## src/rtl/vend_coin_feeder.sv

```systemverilog
// Payment-side initiator for the vending machine: picks a coin plan for a
// 3-rupee item, feeds it one coin per slot, then waits for Product/Change.
module vend_coin_feeder #(
    parameter int GAP     = 1,
    parameter int TIMEOUT = 8
) (
    input  logic       clk,
    input  logic       reset,
    input  logic       start,
    input  logic [3:0] n_rs1,
    input  logic [3:0] n_rs2,
    input  logic       Product,
    input  logic       Change,
    output logic [1:0] coin,
    output logic       busy,
    output logic       done,
    output logic       got_product,
    output logic       got_change,
    output logic       err_timeout,
    output logic       insufficient,
    output logic [3:0] rem_rs1,
    output logic [3:0] rem_rs2,
    output logic [7:0] vend_count
);

    localparam logic [1:0] C_NONE = 2'b00;
    localparam logic [1:0] C_RS1  = 2'b01;
    localparam logic [1:0] C_RS2  = 2'b10;

    typedef enum logic [2:0] {
        ST_IDLE,
        ST_SEND,
        ST_GAP,
        ST_WAIT,
        ST_FIN
    } state_t;

    state_t          state;
    logic [2:0][1:0] plan;
    logic [1:0]      plan_len;
    logic [1:0]      idx;
    logic [2:0]      gap_cnt;
    logic [3:0]      wait_cnt;

    // Outputs are registered on the edge that enters a state, so each coin
    // is on the wire for exactly the SEND cycle that follows.
    always_ff @(posedge clk or posedge reset) begin
        if (reset) begin
            state        <= ST_IDLE;
            plan         <= '0;
            plan_len     <= '0;
            idx          <= '0;
            gap_cnt      <= '0;
            wait_cnt     <= '0;
            coin         <= C_NONE;
            busy         <= 1'b0;
            done         <= 1'b0;
            got_product  <= 1'b0;
            got_change   <= 1'b0;
            err_timeout  <= 1'b0;
            insufficient <= 1'b0;
            rem_rs1      <= '0;
            rem_rs2      <= '0;
            vend_count   <= '0;
        end else begin
            done <= 1'b0;
            case (state)
                ST_IDLE: begin
                    if (start) begin
                        got_product  <= 1'b0;
                        got_change   <= 1'b0;
                        err_timeout  <= 1'b0;
                        insufficient <= 1'b0;
                        busy         <= 1'b1;
                        idx          <= 2'd1;
                        rem_rs1      <= n_rs1;
                        rem_rs2      <= n_rs2;
                        state        <= ST_SEND;
                        if (n_rs2 != 4'd0 && n_rs1 != 4'd0) begin
                            plan     <= {C_NONE, C_RS1, C_RS2};
                            plan_len <= 2'd2;
                            coin     <= C_RS2;
                            rem_rs2  <= n_rs2 - 4'd1;
                        end else if (n_rs1 >= 4'd3) begin
                            plan     <= {C_RS1, C_RS1, C_RS1};
                            plan_len <= 2'd3;
                            coin     <= C_RS1;
                            rem_rs1  <= n_rs1 - 4'd1;
                        end else if (n_rs2 >= 4'd2) begin
                            plan     <= {C_NONE, C_RS2, C_RS2};
                            plan_len <= 2'd2;
                            coin     <= C_RS2;
                            rem_rs2  <= n_rs2 - 4'd1;
                        end else begin
                            plan         <= '0;
                            plan_len     <= 2'd0;
                            insufficient <= 1'b1;
                            state        <= ST_FIN;
                        end
                    end
                end

                ST_SEND: begin
                    coin <= C_NONE;
                    if (idx == plan_len) begin
                        wait_cnt <= 4'd0;
                        state    <= ST_WAIT;
                    end else begin
                        gap_cnt <= 3'd1;
                        state   <= ST_GAP;
                    end
                end

                ST_GAP: begin
                    if (gap_cnt == 3'(GAP)) begin
                        coin <= plan[idx];
                        if (plan[idx] == C_RS1)
                            rem_rs1 <= rem_rs1 - 4'd1;
                        else
                            rem_rs2 <= rem_rs2 - 4'd1;
                        idx   <= idx + 2'd1;
                        state <= ST_SEND;
                    end else begin
                        gap_cnt <= gap_cnt + 3'd1;
                    end
                end

                ST_WAIT: begin
                    if (Product) begin
                        got_product <= 1'b1;
                        got_change  <= Change;
                        vend_count  <= vend_count + 8'd1;
                        done        <= 1'b1;
                        state       <= ST_FIN;
                    end else if (wait_cnt == 4'(TIMEOUT)) begin
                        err_timeout <= 1'b1;
                        done        <= 1'b1;
                        state       <= ST_FIN;
                    end else begin
                        wait_cnt <= wait_cnt + 4'd1;
                    end
                end

                ST_FIN: begin
                    // Arriving straight from IDLE (no plan) done is still low:
                    // spend one more FIN cycle so the pulse is still produced.
                    if (done) begin
                        busy  <= 1'b0;
                        state <= ST_IDLE;
                    end else begin
                        done <= 1'b1;
                    end
                end

                default: begin
                    coin  <= C_NONE;
                    busy  <= 1'b0;
                    state <= ST_IDLE;
                end
            endcase
        end
    end

endmodule
```

## config.mk

```make
export PLATFORM = sky130hd
export DESIGN_NAME = vend_coin_feeder
export DESIGN_NICKNAME = d
export VERILOG_FILES = /design/src/rtl/vend_coin_feeder.sv
export SDC_FILE = /design/constraint.sdc
export NUM_CORES = 1
export LEC_CHECK = 0
export ABC_AREA = 1
export CAP_MARGIN = 10
export CORE_ASPECT_RATIO = 0.9
export CORE_UTILIZATION = 56
export CTS_BUF_LIST = sky130_fd_sc_hd__clkbuf_8
export DETAILED_ROUTE_END_ITERATION = 8
export PLACE_DENSITY = 0.82
export SYNTH_ARGS = -nofsm -noshare
export SYNTH_HDL_FRONTEND = slang
export SYNTH_SLANG_ARGS = --single-unit
```

## constraint.sdc

```tcl
create_clock -name clk -period 1.9 [get_ports clk]
set_clock_uncertainty 0.05 [all_clocks]
set_input_delay 0.38 -clock clk [delete_from_list [all_inputs] [get_ports clk]]
set_output_delay 0.38 -clock clk [all_outputs]
set_load 0.005 [all_outputs]
```

Word-level counts from Yosys, hierarchy flattened --
Cells that the tools add are included.
Word-level totals: flip-flop bits (word level) 44, bits in latches 0, RAM bits 0, memory bits (read-only) 0, output and inout port bits 24, logic and storage cells 140, memories 0
Operators by class: add/subtract/negate cells 8, multiply operators 0, div/mod/pow operators 0, order comparisons 3, equal/unequal tests 22, shifts and indexed selects 0, mux-type cells 65, bitwise gates (word level) 2, reduce and logical (&&, ||, !) cells 22
Operators with widths (count):
- $mux W4 | 15
- $mux W3 | 10
- $ne A2 B2 Y1 const B | 12
- $pmux W4 S2 | 3
- $reduce_and A4 Y1 | 6
- $mux W2 | 11
- $sub A4 B1 Y4 const B | 4
- $pmux W3 S5 | 1
- $mux W1 | 14
- $reduce_and A3 Y1 | 4
- $mux W5 | 2
- $add A8 B1 Y8 const B | 1
- $ge A4 B2 Y1 const B | 2
- $pmux W1 S2 | 4
- $reduce_bool A2 Y1 | 4
- $reduce_bool A4 Y1 | 2
- $eq A3 B1 Y1 const B | 2
- $eq A3 B2 Y1 const B | 2
- $pmux W2 S3 | 1
- $pmux W3 S2 | 1
- $add A4 B1 Y4 const B | 1
- $bmux W2 S2 | 1
- $eq A4 B4 Y1 const B | 1
- $ne A4 B4 Y1 const B | 1
- 15 further kinds | 17

Logic depth before layout (Yosys ltp) --
depth after elaboration 6, mapped depth 10, gate-level depth less buffers 10

Worst setup path after synthesis --
Ideal clock, no wire load.
path type input-to-reg, from in n_rs2[0], to reg rem_rs1[1], arrival time 1341 ps, data required time 1733 ps, path slack 392 ps, stages 10, cell sequence inv_1 ha_1 nand2_1 nand2_1 buf_2 nand3_1 nand2_1 nand2_1 nand3_1 nand2_1
Between the ends: word-level cells in the longest chain between the ends 5
RTL lines:
- start, declared | RTL line 11 | input logic [3:0] n_rs2,
- $reduce_bool A4 Y1 | RTL line 79 | if (n_rs2 != 4'd0 && n_rs1 != 4'd0) begin
- $logic_and A1 B1 Y1 | RTL line 79
- $mux W4 | RTL line 79
- $mux W4 | RTL line 69 | if (start) begin
- $pmux W4 S2 | RTL line 67 | case (state)
- end signal, assigned | RTL line 76 | rem_rs1 <= n_rs1;
- end signal, assigned | RTL line 88 | rem_rs1 <= n_rs1 - 4'd1;
- end signal, assigned | RTL line 118 | rem_rs1 <= rem_rs1 - 4'd1;
- end, declared | RTL line 21 | output logic [3:0] rem_rs1,
No other way between the ends. The select of a mux whose other input is x is not followed. A chain may end at the register's enable or synchronous reset.

Final worst setup path --
from in n_rs2[0], to reg state[0]
Between the ends: word-level cells in the longest chain between the ends 6, elaborated cells on any way between the ends 8, those cells by class order compare (1); mux (5); reduce/logical (2)
RTL lines:
- $ge A4 B2 Y1 | RTL line 89 | end else if (n_rs2 >= 4'd2) begin
- $mux W3 | RTL line 89
- $mux W3 | RTL line 84 | end else if (n_rs1 >= 4'd3) begin
- $mux W3 (*) | RTL line 79
- $mux W3 (*) | RTL line 69
- $pmux W3 S5 (*) | RTL line 67
- end signal, assigned | RTL line 78 | state <= ST_SEND;
- end signal, assigned | RTL line 98 | state <= ST_FIN;
- end signal, assigned | RTL line 107 | state <= ST_WAIT;
- end, declared | RTL line 38 | state_t state;
Mark *: on every way between the ends. The rest lies on a longest branch, timed or not. The select of a mux whose other input is x is not followed.

==> flow_summary.json <==
{
  "synth_flop_cell": "dfrtp_1",
  "period_needed_ps": 1840,
  "worstPathMaxFanout": 4,
  "fp.coreArea_sq_um": 4100,
  "drive_gt1_share_pct": 14.0,
  "drv_slew": 0,
  "cts_tree": "done",
  "max_freq_ghz": 0.543,
  "portBuffers": 36,
  "place_hpwl_mm": 4.08,
  "ys_warn_count": 0,
  "r2r_cells": 9,
  "dieArea_sq_um": 4600,
  "synth.top_cells.by_count": "nand2_1, dfrtp_1, inv_1, nand3_1, nor2_1",
  "power.density_nw_per_um2": 1430,
  "synth_top_area_share_pct": 42.3,
  "grt_pass1_vias": 2038,
  "grt_pass1_wl_mm": 9.08,
  "ant_nets": 0,
  "clkLatencyLatePin_ps": 300,
  "status": "finished with violations",
  "critPathLaunch": "n_rs2[0]",
  "post-route-util_pct": 77.2,
  "grt.total_usage_pct": 25.4,
  "setup_viol": 0,
  "drt_iter0_drc": 195,
  "die_w_microns": 71.4,
  "clkSlewWorstSetupHoldPaths_ps": 80,
  "synth-async-reset-ratio_pct": 100,
  "placedCellCount": 425,
  "synth-seq-cells": 41,
  "cts_buffers": 5,
  "critPathKind": "input port to flip-flop",
  "cts_hold_buf": 0,
  "syn_area_sq_um": 2420,
  "initial_core_util_pct": 59.1,
  "rows": 22,
  "avgSynthCellArea_sq_um": 7.53,
  "synth_edf_count": 0,
  "yosys.area.top_type": "dfrtp_1",
  "tightest_slew_ps": 338,
  "whs_ps": 387,
  "nets": 410,
  "areaGrowthSynthToFinish_pct": 30.5,
  "grt_max_degree": 42,
  "cts-root-buf": "clkbuf_8",
  "timing.max_cap.violations": 0,
  "grt-ovfl-total": 0,
  "yosysSeqAreaShare_pct": 42.3,
  "layout_worst_path_cycle_share_pct": 96.9,
  "antenna_found_initial": 0,
  "leakage_nw": 1.64,
  "hold_viol_final": 0,
  "synth.net_count": 348,
  "viasPerCell": 5.35,
  "wl_per_cell_microns": 12.7,
  "vdd_drop_max_v": 0.00103,
  "r2r_start": "idx[0]",
  "drc": 1,
  "instances_no_fill": 433,
  "worstSetupEndpointType": "flip-flop",
  "dieHeight_microns": 64.4,
  "fin_tns_setup_ps": 0,
  "gp_congestion": 0.867,
  "hp-class": "input port to asynchronous set/reset pin",
  "h-tree-depth": 2,
  "worst-endpoint-arrival_ps": 1970,
  "synth_cells": 322,
  "required_ps": 2030,
  "design.portCount": 37,
  "clock_path_buffers": 2,
  "violations": "DRC",
  "worstSetupStartpointType": "input port",
  "cts.sinks": 41,
  "vias": 2318,
  "total_power_mw": 4.52,
  "synth.area.top_cells": "dfrtp_1, nand2_1, ha_1",
  "slew_headroom_pct": 77.3,
  "antenna_cells": 0,
  "wirelength_mm": 5.48,
  "fillers": 298,
  "yosysMostFrequentCell": "nand2_1",
  "ys_types": 27,
  "detail_route.first_pass.iterations": 7
}
[per-stage QoR]
stage	setup slack (ps)	instance area [sq um]
global placement	-196	3010
floorplan	392	2420
detailed placement	-301	3010
global route	-43.0	3160
finish	58.9	3160
CTS	4.18	3140
[cell families (layout without fill, tap and decap cells)]
logic type      after synthesis  in the layout  share of synthesized area [%]
simple gates                169            169                           29.8
buf+inv                      45            108                           7.02
flops                        41             41                           42.3
compound gates               40             40                           9.08
xor+xnor                     14             14                           5.06
fa+ha+maj                    13             13                           6.71
[area by class of cell]
class	count	area, sq um	share of cell area, %
Multi-Input combinational cell	236	1250	39.5
Clock inverter	3	65.1	2.06
Clock buffer	5	68.8	2.17
Sequential cell	41	1030	32.4
Inverter	43	161	5.10
Tap cell	48	60.1	1.90
Timing Repair Buffer	57	533	16.8
[power by group]
part,internal (mW),switching [mW]
combinational,0.954,1.20
clock,0.522,0.300
sequential,1.21,0.330
total,2.69,1.83
[cells in the final DEF, fill, tap and decap left out, types with 4 or more instances in the layout]
| cell | Yosys | routed |
|---|---|---|
| nand2_1 | 101 | 97 |
| dfrtp_1 | 41 | 41 |
| inv_1 | 35 | 35 |
| clkdlybuf4s50_1 | 0 | 35 |
| nand3_1 | 26 | 26 |
| nor2_1 | 26 | 25 |
| buf_4 | 0 | 20 |
| o21ai_0 | 13 | 13 |
| ha_1 | 13 | 13 |
| xor2_1 | 10 | 10 |
| o21ai_1 | 10 | 10 |
| inv_2 | 8 | 8 |
| a21oi_1 | 9 | 8 |
| nor3_1 | 5 | 5 |
| clkbuf_8 | 0 | 5 |
| nor2_2 | 3 | 4 |
| nand2_2 | 1 | 4 |
| xnor2_1 | 4 | 4 |
[registers in the layout, summed over array words and instances (netlist names)]
| name | count |
|---|---|
| gap_cnt | 3 |
| coin | 2 |
| busy | 1 |
| wait_cnt | 4 |
| rem_rs1 | 4 |
| err_timeout | 1 |
| done | 1 |
| vend_count | 8 |
| rem_rs2 | 4 |
| insufficient | 1 |
| state | 3 |
| plan_len | 1 |
| got_change | 1 |
| got_product | 1 |
| idx | 2 |
| plan | 4 |
[final timing paths]
path	endpoint	slack (ps)
worst min-delay path	wait_cnt[2]	390
min in group clk	insufficient	430
worst max register to register	rem_rs1[3]	130
max in group asynchronous	rem_rs1[1]	1220
worst max-delay path	state[0]	60
worst min register to register	insufficient	430
[critical path, cell delays in order]
cell and delay [ps]:
clkdlybuf4s50_1 480, inv_1 80, ha_1 200, nor2_1 140
nand2_1 120, nor2_2 160, nand2_1 120, nand2_1 80
nand3_1 70, inv_1 60, o21ai_0 70
[routing by layer]
metal / up-vias / wire [microns] / track usage, %
met5: - / 0 / 0
met4: 0 / 90 / 10.5
met3: 10 / 281 / 4.82
met2: 66 / 2620 / 39.6
met1: 1090 / 2480 / 34.9
li1: 1152 / - / -
[what timing repair did]
| item | in CTS | in global routing |
|---|---|---|
| setup buffers | 0 | 0 |
| endpoints found under the hold margin | 0 | 0 |
| endpoints found under the setup margin | 0 | 15 |
| gates resized for setup | 0 | 8 |
(Power assumes the default switching activity.)
